`config.mk`:
```
export PLATFORM = sky130hd
export DESIGN_NAME = uart_tx_stream_flat
export DESIGN_NICKNAME = d
export VERILOG_FILES = /design/src/rtl/uart_tx_stream_if.sv /design/src/rtl/uart_tx_stream.sv /design/src/flat_wrapper.sv
export SDC_FILE = /design/constraint.sdc
export NUM_CORES = 1
export LEC_CHECK = 0
export ABC_AREA = 0
export BUFFER_PORTS_ARGS = -buffer_cell sky130_fd_sc_hd__buf_2
export CAP_MARGIN = 15
export CORE_MARGIN = 2
export CORE_UTILIZATION = 29
export DETAILED_ROUTE_END_ITERATION = 6
export GPL_TIMING_DRIVEN = 0
export HOLD_SLACK_MARGIN = 0.08
export PLACE_DENSITY_LB_ADDON = 0.08
export SLEW_MARGIN = 20
export SYNTH_ARGS = -nofsm -noshare
export SYNTH_HDL_FRONTEND = slang
export SYNTH_SLANG_ARGS = --single-unit
export TNS_END_PERCENT = 10
```
`constraint.sdc`:
```
create_clock -name clk -period 2.4 [get_ports clk]
set_clock_uncertainty 0.1 [all_clocks]
set_input_delay 0.12 -clock clk [delete_from_list [all_inputs] [get_ports clk]]
set_output_delay 0.12 -clock clk [all_outputs]
set_load 0.005 [all_outputs]
```
`src/rtl/uart_tx_stream_if.sv`:
```
// Byte-stream handshake between a producer and the UART transmitter.
// The producer drives tx_data/tx_valid; the transmitter answers with tx_ready.
interface uart_tx_stream_if #(
  parameter int unsigned DATA_BITS = 8
);
  logic [DATA_BITS-1:0] tx_data;
  logic                 tx_valid;
  logic                 tx_ready;

  modport master (
    output tx_data,
    output tx_valid,
    input  tx_ready
  );

  modport slave (
    input  tx_data,
    input  tx_valid,
    output tx_ready
  );
endinterface

```
`src/rtl/uart_tx_stream.sv`:
```
// Byte-stream UART transmitter: start bit, DATA_BITS data bits LSB first,
// optional parity, 1 or 2 stop bits. A one-entry holding register lets the
// producer queue the next byte so frames leave back-to-back.
module uart_tx_stream #(
  parameter int unsigned CLKS_PER_BIT = 10416,
  parameter int unsigned DATA_BITS    = 8,
  parameter int unsigned PARITY_EN    = 0,
  parameter int unsigned PARITY_ODD   = 0,
  parameter int unsigned STOP_BITS    = 1
) (
  input  logic            clk,
  input  logic            reset,
  uart_tx_stream_if.slave stream,
  output logic            tx,
  output logic            busy
);

  localparam int unsigned BW = (CLKS_PER_BIT > 1) ? $clog2(CLKS_PER_BIT) : 1;
  localparam int unsigned CW = $clog2(DATA_BITS + 1);

  localparam logic [BW-1:0] BAUD_LAST = BW'(CLKS_PER_BIT - 1);
  localparam logic [CW-1:0] DATA_LAST = CW'(DATA_BITS - 1);
  localparam logic [CW-1:0] STOP_LAST = CW'(STOP_BITS - 1);
  localparam logic          PAR_INV   = (PARITY_ODD != 0);

  typedef enum logic [2:0] {
    StIdle,
    StStart,
    StData,
    StParity,
    StStop
  } state_e;

  state_e               state_q;
  logic [DATA_BITS-1:0] hold_q;
  logic                 hold_full_q;
  logic [DATA_BITS-1:0] shift_q;
  logic                 parity_q;
  logic [BW-1:0]        baud_q;
  logic [CW-1:0]        bit_q;
  logic                 tx_q;
  logic                 busy_q;
  logic                 baud_last;

  // Ready is the registered empty flag, so no input reaches tx_ready combinationally.
  assign stream.tx_ready = ~hold_full_q;
  assign baud_last       = (baud_q == BAUD_LAST);
  assign tx              = tx_q;
  assign busy            = busy_q;

  // Holding register, frame sequencer and registered line/busy outputs.
  // tx_q follows the state one cycle late, so each bit still lasts CLKS_PER_BIT
  // cycles on the line and the start bit appears two edges after the handshake.
  always_ff @(posedge clk or posedge reset) begin
    if (reset) begin
      state_q     <= StIdle;
      hold_q      <= '0;
      hold_full_q <= 1'b0;
      shift_q     <= '0;
      parity_q    <= 1'b0;
      baud_q      <= '0;
      bit_q       <= '0;
      tx_q        <= 1'b1;
      busy_q      <= 1'b0;
    end else begin
      // Accept only while empty; a transfer out never coincides with this.
      if (stream.tx_valid && !hold_full_q) begin
        hold_q      <= stream.tx_data;
        hold_full_q <= 1'b1;
      end

      unique case (state_q)
        StIdle: begin
          tx_q <= 1'b1;
          if (hold_full_q) begin
            shift_q     <= hold_q;
            parity_q    <= (^hold_q) ^ PAR_INV;
            hold_full_q <= 1'b0;
            baud_q      <= '0;
            bit_q       <= '0;
            busy_q      <= 1'b1;
            state_q     <= StStart;
          end
        end

        StStart: begin
          tx_q <= 1'b0;
          if (baud_last) begin
            baud_q  <= '0;
            bit_q   <= '0;
            state_q <= StData;
          end else begin
            baud_q <= baud_q + 1'b1;
          end
        end

        StData: begin
          tx_q <= shift_q[0];
          if (baud_last) begin
            baud_q  <= '0;
            shift_q <= shift_q >> 1;
            if (bit_q == DATA_LAST) begin
              bit_q   <= '0;
              state_q <= (PARITY_EN != 0) ? StParity : StStop;
            end else begin
              bit_q <= bit_q + 1'b1;
            end
          end else begin
            baud_q <= baud_q + 1'b1;
          end
        end

        StParity: begin
          tx_q <= parity_q;
          if (baud_last) begin
            baud_q  <= '0;
            bit_q   <= '0;
            state_q <= StStop;
          end else begin
            baud_q <= baud_q + 1'b1;
          end
        end

        StStop: begin
          tx_q <= 1'b1;
          if (baud_last) begin
            baud_q <= '0;
            // bit_q counts stop bits here
            if (bit_q == STOP_LAST) begin
              bit_q <= '0;
              if (hold_full_q) begin
                // Chain straight into the next frame with no idle gap.
                shift_q     <= hold_q;
                parity_q    <= (^hold_q) ^ PAR_INV;
                hold_full_q <= 1'b0;
                state_q     <= StStart;
              end else begin
                busy_q  <= 1'b0;
                state_q <= StIdle;
              end
            end else begin
              bit_q <= bit_q + 1'b1;
            end
          end else begin
            baud_q <= baud_q + 1'b1;
          end
        end

        default: begin
          tx_q    <= 1'b1;
          busy_q  <= 1'b0;
          state_q <= StIdle;
        end
      endcase
    end
  end

endmodule

```
`src/flat_wrapper.sv`:
```
// flat-port wrapper written by rule: the top's interface ports become plain ports
module uart_tx_stream_flat 
#(
  parameter int unsigned CLKS_PER_BIT = 10416,
  parameter int unsigned DATA_BITS    = 8,
  parameter int unsigned PARITY_EN    = 0,
  parameter int unsigned PARITY_ODD   = 0,
  parameter int unsigned STOP_BITS    = 1
)
  (clk, reset, tx, busy, stream_tx_data, stream_tx_valid, stream_tx_ready);
  uart_tx_stream_if #(.DATA_BITS(DATA_BITS)) stream_i ();
  input  logic clk;
  input  logic reset;
  output logic tx;
  output logic busy;
  input wire logic [$bits(stream_i.tx_data)-1:0] stream_tx_data;
  input wire logic [$bits(stream_i.tx_valid)-1:0] stream_tx_valid;
  output wire logic [$bits(stream_i.tx_ready)-1:0] stream_tx_ready;
  assign stream_i.tx_data = stream_tx_data;
  assign stream_i.tx_valid = stream_tx_valid;
  assign stream_tx_ready = stream_i.tx_ready;
  uart_tx_stream #(.CLKS_PER_BIT(CLKS_PER_BIT), .DATA_BITS(DATA_BITS), .PARITY_EN(PARITY_EN), .PARITY_ODD(PARITY_ODD), .STOP_BITS(STOP_BITS)) u_core (.clk(clk), .reset(reset), .stream(stream_i), .tx(tx), .busy(busy));
endmodule
```
### Word level (Yosys, flattened, before mapping)

Cells that the tools add are included.

| cells by class | value |
|---|---|
| add/sub/neg operators | 2 |
| equal/unequal tests | 15 |
| muxes and demuxes | 39 |
| bitwise logic cells | 2 |
| reductions and logical operators | 18 |

Operators with widths:

| kind | number |
|---|---|
| $mux 8 | 4 |
| $mux 14 | 2 |
| $pmux 14 s2 | 1 |
| $mux 4 | 6 |
| $pmux 8 s3 | 1 |
| $mux 3 | 7 |
| $ne 2x1->1 const B | 8 |
| $pmux 4 s4 | 1 |
| $pmux 3 s5 | 1 |
| $add 14x1->14 const B | 1 |
| $eq 14x14->1 const B | 1 |
| $mux 1 | 12 |
| $reduce_and 5->1 | 2 |
| $reduce_xor 8->1 | 1 |
| $reduce_and 7->1 | 1 |
| $eq 3x2->1 const B | 2 |
| $pmux 1 s3 | 2 |
| $add 4x1->4 const B | 1 |
| $eq 4x3->1 const B | 1 |
| $logic_not 4->1 | 1 |
| $pmux 1 s2 | 2 |
| $reduce_and 4->1 | 1 |
| $reduce_bool 2->1 | 2 |
| $reduce_bool 4->1 | 1 |
| 13 further kinds | 14 |

| storage, ports and cells | value |
|---|---|
| register bits | 41 |
| input bits | 11 |
| output and inout port bits | 3 |
| logic and storage cells | 85 |

### Longest topological paths before layout

| depth | value |
|---|---|
| depth after elaboration | 7 |
| mapped depth | 8 |
| depth with buffers taken out | 7 |

### Worst setup path after synthesis

Ideal clock, no wire load.

| path | value |
|---|---|
| kind | reg-to-reg |
| start | register u_core.baud_q[0] |
| end | register u_core.shift_q[0] |
| setup time | 125 ps |
| arrival | 1,765 ps |
| slack | 411 ps |
| stages on the path, launching flop included | 8 |
| buffers on the path | 1 |
| cells stage by stage | dfrtp_1 -> ha_1 -> nand3_1 -> and4b_1 -> buf_6 -> nand3b_4 -> a31oi_4 -> mux2_2 |

| on the way | value |
|---|---|
| longest elaborated chain between the ends | 3 |
| elaborated cells on any way between the ends | 4 |
| those cells by class | eq/ne (3); reduce/logical (1) |

Ends and longest elaborated chain:

| element | line | RTL |
|---|---|---|
| from (decl) | uart_tx_stream.sv:39 | `logic [BW-1:0] baud_q;` |
| from (signal assigned) | uart_tx_stream.sv:93 | `baud_q <= baud_q + 1'b1;` |
| from (signal assigned) | uart_tx_stream.sv:109 | `baud_q <= baud_q + 1'b1;` |
| from (signal assigned) | uart_tx_stream.sv:120 | `baud_q <= baud_q + 1'b1;` |
| $eq 14x14->1 * | uart_tx_stream.sv:47 | `assign baud_last = (baud_q == BAUD_LAST);` |
| $ne 2x1->1 (no line) | n/a |  |
| $reduce_and 4->1 (no line) * | n/a |  |
| to (signal assigned) | uart_tx_stream.sv:76 | `shift_q <= hold_q;` |
| to (signal assigned) | uart_tx_stream.sv:101 | `shift_q <= shift_q >> 1;` |
| to (signal assigned) | uart_tx_stream.sv:133 | `shift_q <= hold_q;` |
| to (decl) | uart_tx_stream.sv:37 | `logic [DATA_BITS-1:0] shift_q;` |

Mark *: on every way between the ends. The rest lies on a longest branch, timed or not.
A chain may end at the register's enable or synchronous reset.

### Worst setup path in the final report

| path | value |
|---|---|
| start | register u_core.baud_q[1] |
| end | register u_core.shift_q[3] |

Same word-level chain as after synthesis.

==> results.md <==
* Status: finished, final reports clean
* Global-route usage over all layers at 10.8%
* Cell taking the most area after synthesis: dfrtp_1
* Number of clock buffers inserted by TritonCTS at 5
* Layout-stage area growth over the synthesis result at 18.2%
* Area fraction of the dominant cell type after synthesis at 46.1%
* Number of synthesized flops with an enable pin at 0
* Predominant post-synthesis flop cell: dfrtp_1
* Endpoint kind of the worst setup timing path: flip-flop
* Post-route cell area at 2570 µm²
* Number of I/O port buffers at 13
* Area of the multi-input gates at 1070 µm²
* Number of fill cells in the layout at 757
* Avg Cell Area, Syn at 10.8 µm²
* Top-count cell post-synth: dfrtp_1
* Post-Syn Instances at 201
* First-pass detailed-route iteration total at 4
* Total number of yosys warnings at 0
* Post-DP Area at 2380 µm²
* Die extent in x at 90.5 µm
* Global-route wire length before repair at 7.16 mm
* Part of the power in combinational logic at 31.6%
* Sum of buffers and inverters on the critical path at 1
* Synthesis-stage register bit count at 41
* Transition at the pin with the smallest max-transition slack at 0.610 ns
* Endpoint required time on the critical path at 2.48 ns
* DRC errors left at 0
* Cell types occupying the most area after synthesis: dfrtp_1, mux2_2, xnor2_1, nor2_1, xor2_1
* Setup repair after global routing missed its margin: false
* Cell Rows at 31
* Final setup TNS at 0 ns
* Max-slew headroom at the worst pin at 59.0%
* Fraction of synthesized area in multiplexers at 13.4%
* Global-route met3 utilization at 2.59%
* Crit path time final at 2.26 ns
* Final-report max-slew violation count at 0
* Pin count of the biggest net entering global routing at 29
* Combinational family with the most area after synthesis: simple AND/OR/NAND/NOR gates
* Met1 Track Usage GR at 14.9%
* WL/cell at 12.5 µm
* Cells traversed along the worst timing path: ha_1 > nand3_1 > and4b_1 > buf_6 > nand3b_4 > a31oi_4 > mux2_2
* Compound-Gate Fraction of Synth Area at 9.11%
* Quantity of gates resized following cts at 0
* Antenna Violating Nets Remaining at 0
* I/O pins at 14
* Pwr/cell area at 859 nW/µm²
* Period Utilization, post-route at 94.2%
* Count of routing violations after the opening detailed-route iteration at 56
* Detail Placement HPWL at 3.03 mm
* Setup violation total in the final timing report at 0
* Netlist area before placement at 2170 µm²
* Share of cells above drive strength 1 at 26.2%
* Syn nets at 215
* NumNets Final at 246
* List of most frequent post-synthesis cells: dfrtp_1, mux2_2, nor2_1, nand2_1
* Floorplan core area at 7250 µm²
* Library cell used as clock root buffer: clkbuf_8
* Number of vias per cell at 4.49
* Adder and majority cell fraction of the synthesized area at 1.73%
* Antenna diodes at 0
* CTS clk-pin slew, worst paths at 0.08 ns
* Fraction of power spent switching nets at 31.7%
* TritonCTS clock tree: yes
* Cell at the slowest stage of the critical path: dfrtp_1
* Register share of total power at 47.9%
* Number of antenna violations at the first check in global routing at 0
* Count of different cell masters after synthesis at 42
* Simple-gate area share of the yosys netlist at 17.8%
* Slowest stage delay, CP at 0.41 ns
* Wire length after detailed routing at 4.17 mm
* Sequential cell area at 1030 µm²
* Maximum root-to-sink buffer count at 2
* Layer carrying the most global-route usage: met2
* Int Pwr at 1.51 mW
* Total overflow reported by the global router at 0
* Initial Util at 29.9%
* Count of clock tree sinks at 41
* Family of cells with the greatest summed delay on the critical path: simple AND/OR/NAND/NOR gates
* Worst Path Class, Setup: flip-flop to flip-flop
* Max VDD drop at 0.389 mV
* Routability congestion estimate at 0.820
* Die footprint at 8190 µm²
* Parity-gate share of the synthesized area counting xor and xnor cells at 7.26%
* Clock Latency Late Sink at 0.29 ns
* Highest Clock Rate at 0.442 GHz
* Die Ht at 90.5 µm
* CP Max Fanout at 10
* Min-delay worst type: input pin to asynchronous set/reset pin
* Static power due to leakage at 1.13 nW
* Number of buffers inserted by post-CTS setup repair at 0
* Worst setup SP type: flip-flop
* Number of max-cap violations at 0
* Vias in the first global route at 1575
* Endpoints failing hold at 0
* Proportion of synthesized flip-flops having asynchronous set or reset at 100%
* H-Tree Level Count at 2
* Fraction of the yosys area taken by sequential cells at 47.3%
* Met2 Usage GRT at 16.5%
* Clock power share at 20.4%
* Routed via count at 1490
* Arrival @ worst endpoint at 2.34 ns
* Switching power of the nets at 700 µW
-- through the flow --
stage / worst slack [ns] / power [mW] / instances / util, % / hold slack [ns]
final: 0.138 / 2.21 / 332 / 35.4 / 0.234
after CTS: 0.104 / 2.24 / 332 / 35.4 / 0.233
after detailed placement: 0.125 / 1.77 / 314 / 32.8 / 0.00864
after global placement: 0.114 / 1.76 / 313 / 32.5 / 0.252
after floorplan: 0.411 / 1.60 / 201 / - / 0.158
after global routing: 0.0115 / 2.37 / 332 / 35.4 / 0.248
-- routing by layer --
layer,wire length [µm],part of all wire [%],vias to the layer above
met5,0,0,-
met4,44,1.1,0
met3,107,2.6,5
met2,1810,43,16
met1,2210,53,708
li1,-,-,761
-- placed cells by master (no fill, tap or decap), drive strengths merged, types with 3 or more instances in the layout --
master,instances
nand2,12
nor3b,4
nor3,3
ha,3
nand4,4
dlygate4sd3,10
mux2,24
nand3,7
inv,8
o21ai,11
xor2,7
dfrtp,40
and4,3
nor2,18
nor2b,3
or2,3
a21oi,4
xnor2,11
buf,19
clkbuf,8
o21a,3
-- power groups by stage --
stage	clock network [mW]	logic, mW	registers (mW)
after floorplan	0	0.574	1.03
after global placement	0	0.686	1.07
after detailed placement	0	0.694	1.07
after CTS	0.474	0.707	1.06
after global routing	0.500	0.781	1.09
final	0.450	0.698	1.06
-- cell families (layout without fill, tap and decap cells) --
logic type      count (synthesis)  after routing
compound gates                 29             29
xor+xnor                       18             18
fa+ha+maj                       3              3
buf+inv                        16             48
flops                          41             41
mux                            26             26
simple gates                   68             68
-- layout make-up --
type | instances | share of cell area, %
multi-input cells | 144 | 41.7
flip-flops and latches | 41 | 40.0
repair buffers | 24 | 7.22
well taps | 99 | 4.83
clock buffers | 5 | 2.68
plain buffers | 8 | 1.71
inverters | 8 | 1.17
clock inverters | 3 | 0.683
-- path summary, 6_finish.rpt --
check                                              start                            end  slack, ns  depth (start not counted)
min in group clk           u_core.shift_q[5]$_DFFE_PP0P_  u_core.shift_q[5]$_DFFE_PP0P_       0.41                          1
max in group asynchronous                          reset            u_core.tx$_DFF_PP1_       1.43                          4
max reg2reg                 u_core.baud_q[1]$_DFFE_PP0P_  u_core.shift_q[3]$_DFFE_PP0P_       0.14                          7
min                                                reset  u_core.baud_q[13]$_DFFE_PP0P_       0.23                          3
max                         u_core.baud_q[1]$_DFFE_PP0P_  u_core.shift_q[3]$_DFFE_PP0P_       0.14                          7
min reg2reg                u_core.shift_q[5]$_DFFE_PP0P_  u_core.shift_q[5]$_DFFE_PP0P_       0.41                          1
-- state kept, by name (all words and copies together) (netlist names) --
signal / count
u_core.baud_q: 14
u_core.hold_q: 8
u_core.shift_q: 8
u_core.bit_q: 4
u_core.state_q: 3
u_core.busy: 1
u_core.hold_full_q: 1
u_core.parity_q: 1
u_core.tx: 1
-- tightest hold or removal path: cells and delay by family --
kind | cells | cell delay [ns]
buffers and inverters | 3 | 0.91
-- repair_timing --
item,CTS,global route
hold buffers,10,0
setup endpoints to repair,0,6
hold endpoints to repair,49,0
(Power assumes the default switching activity.)
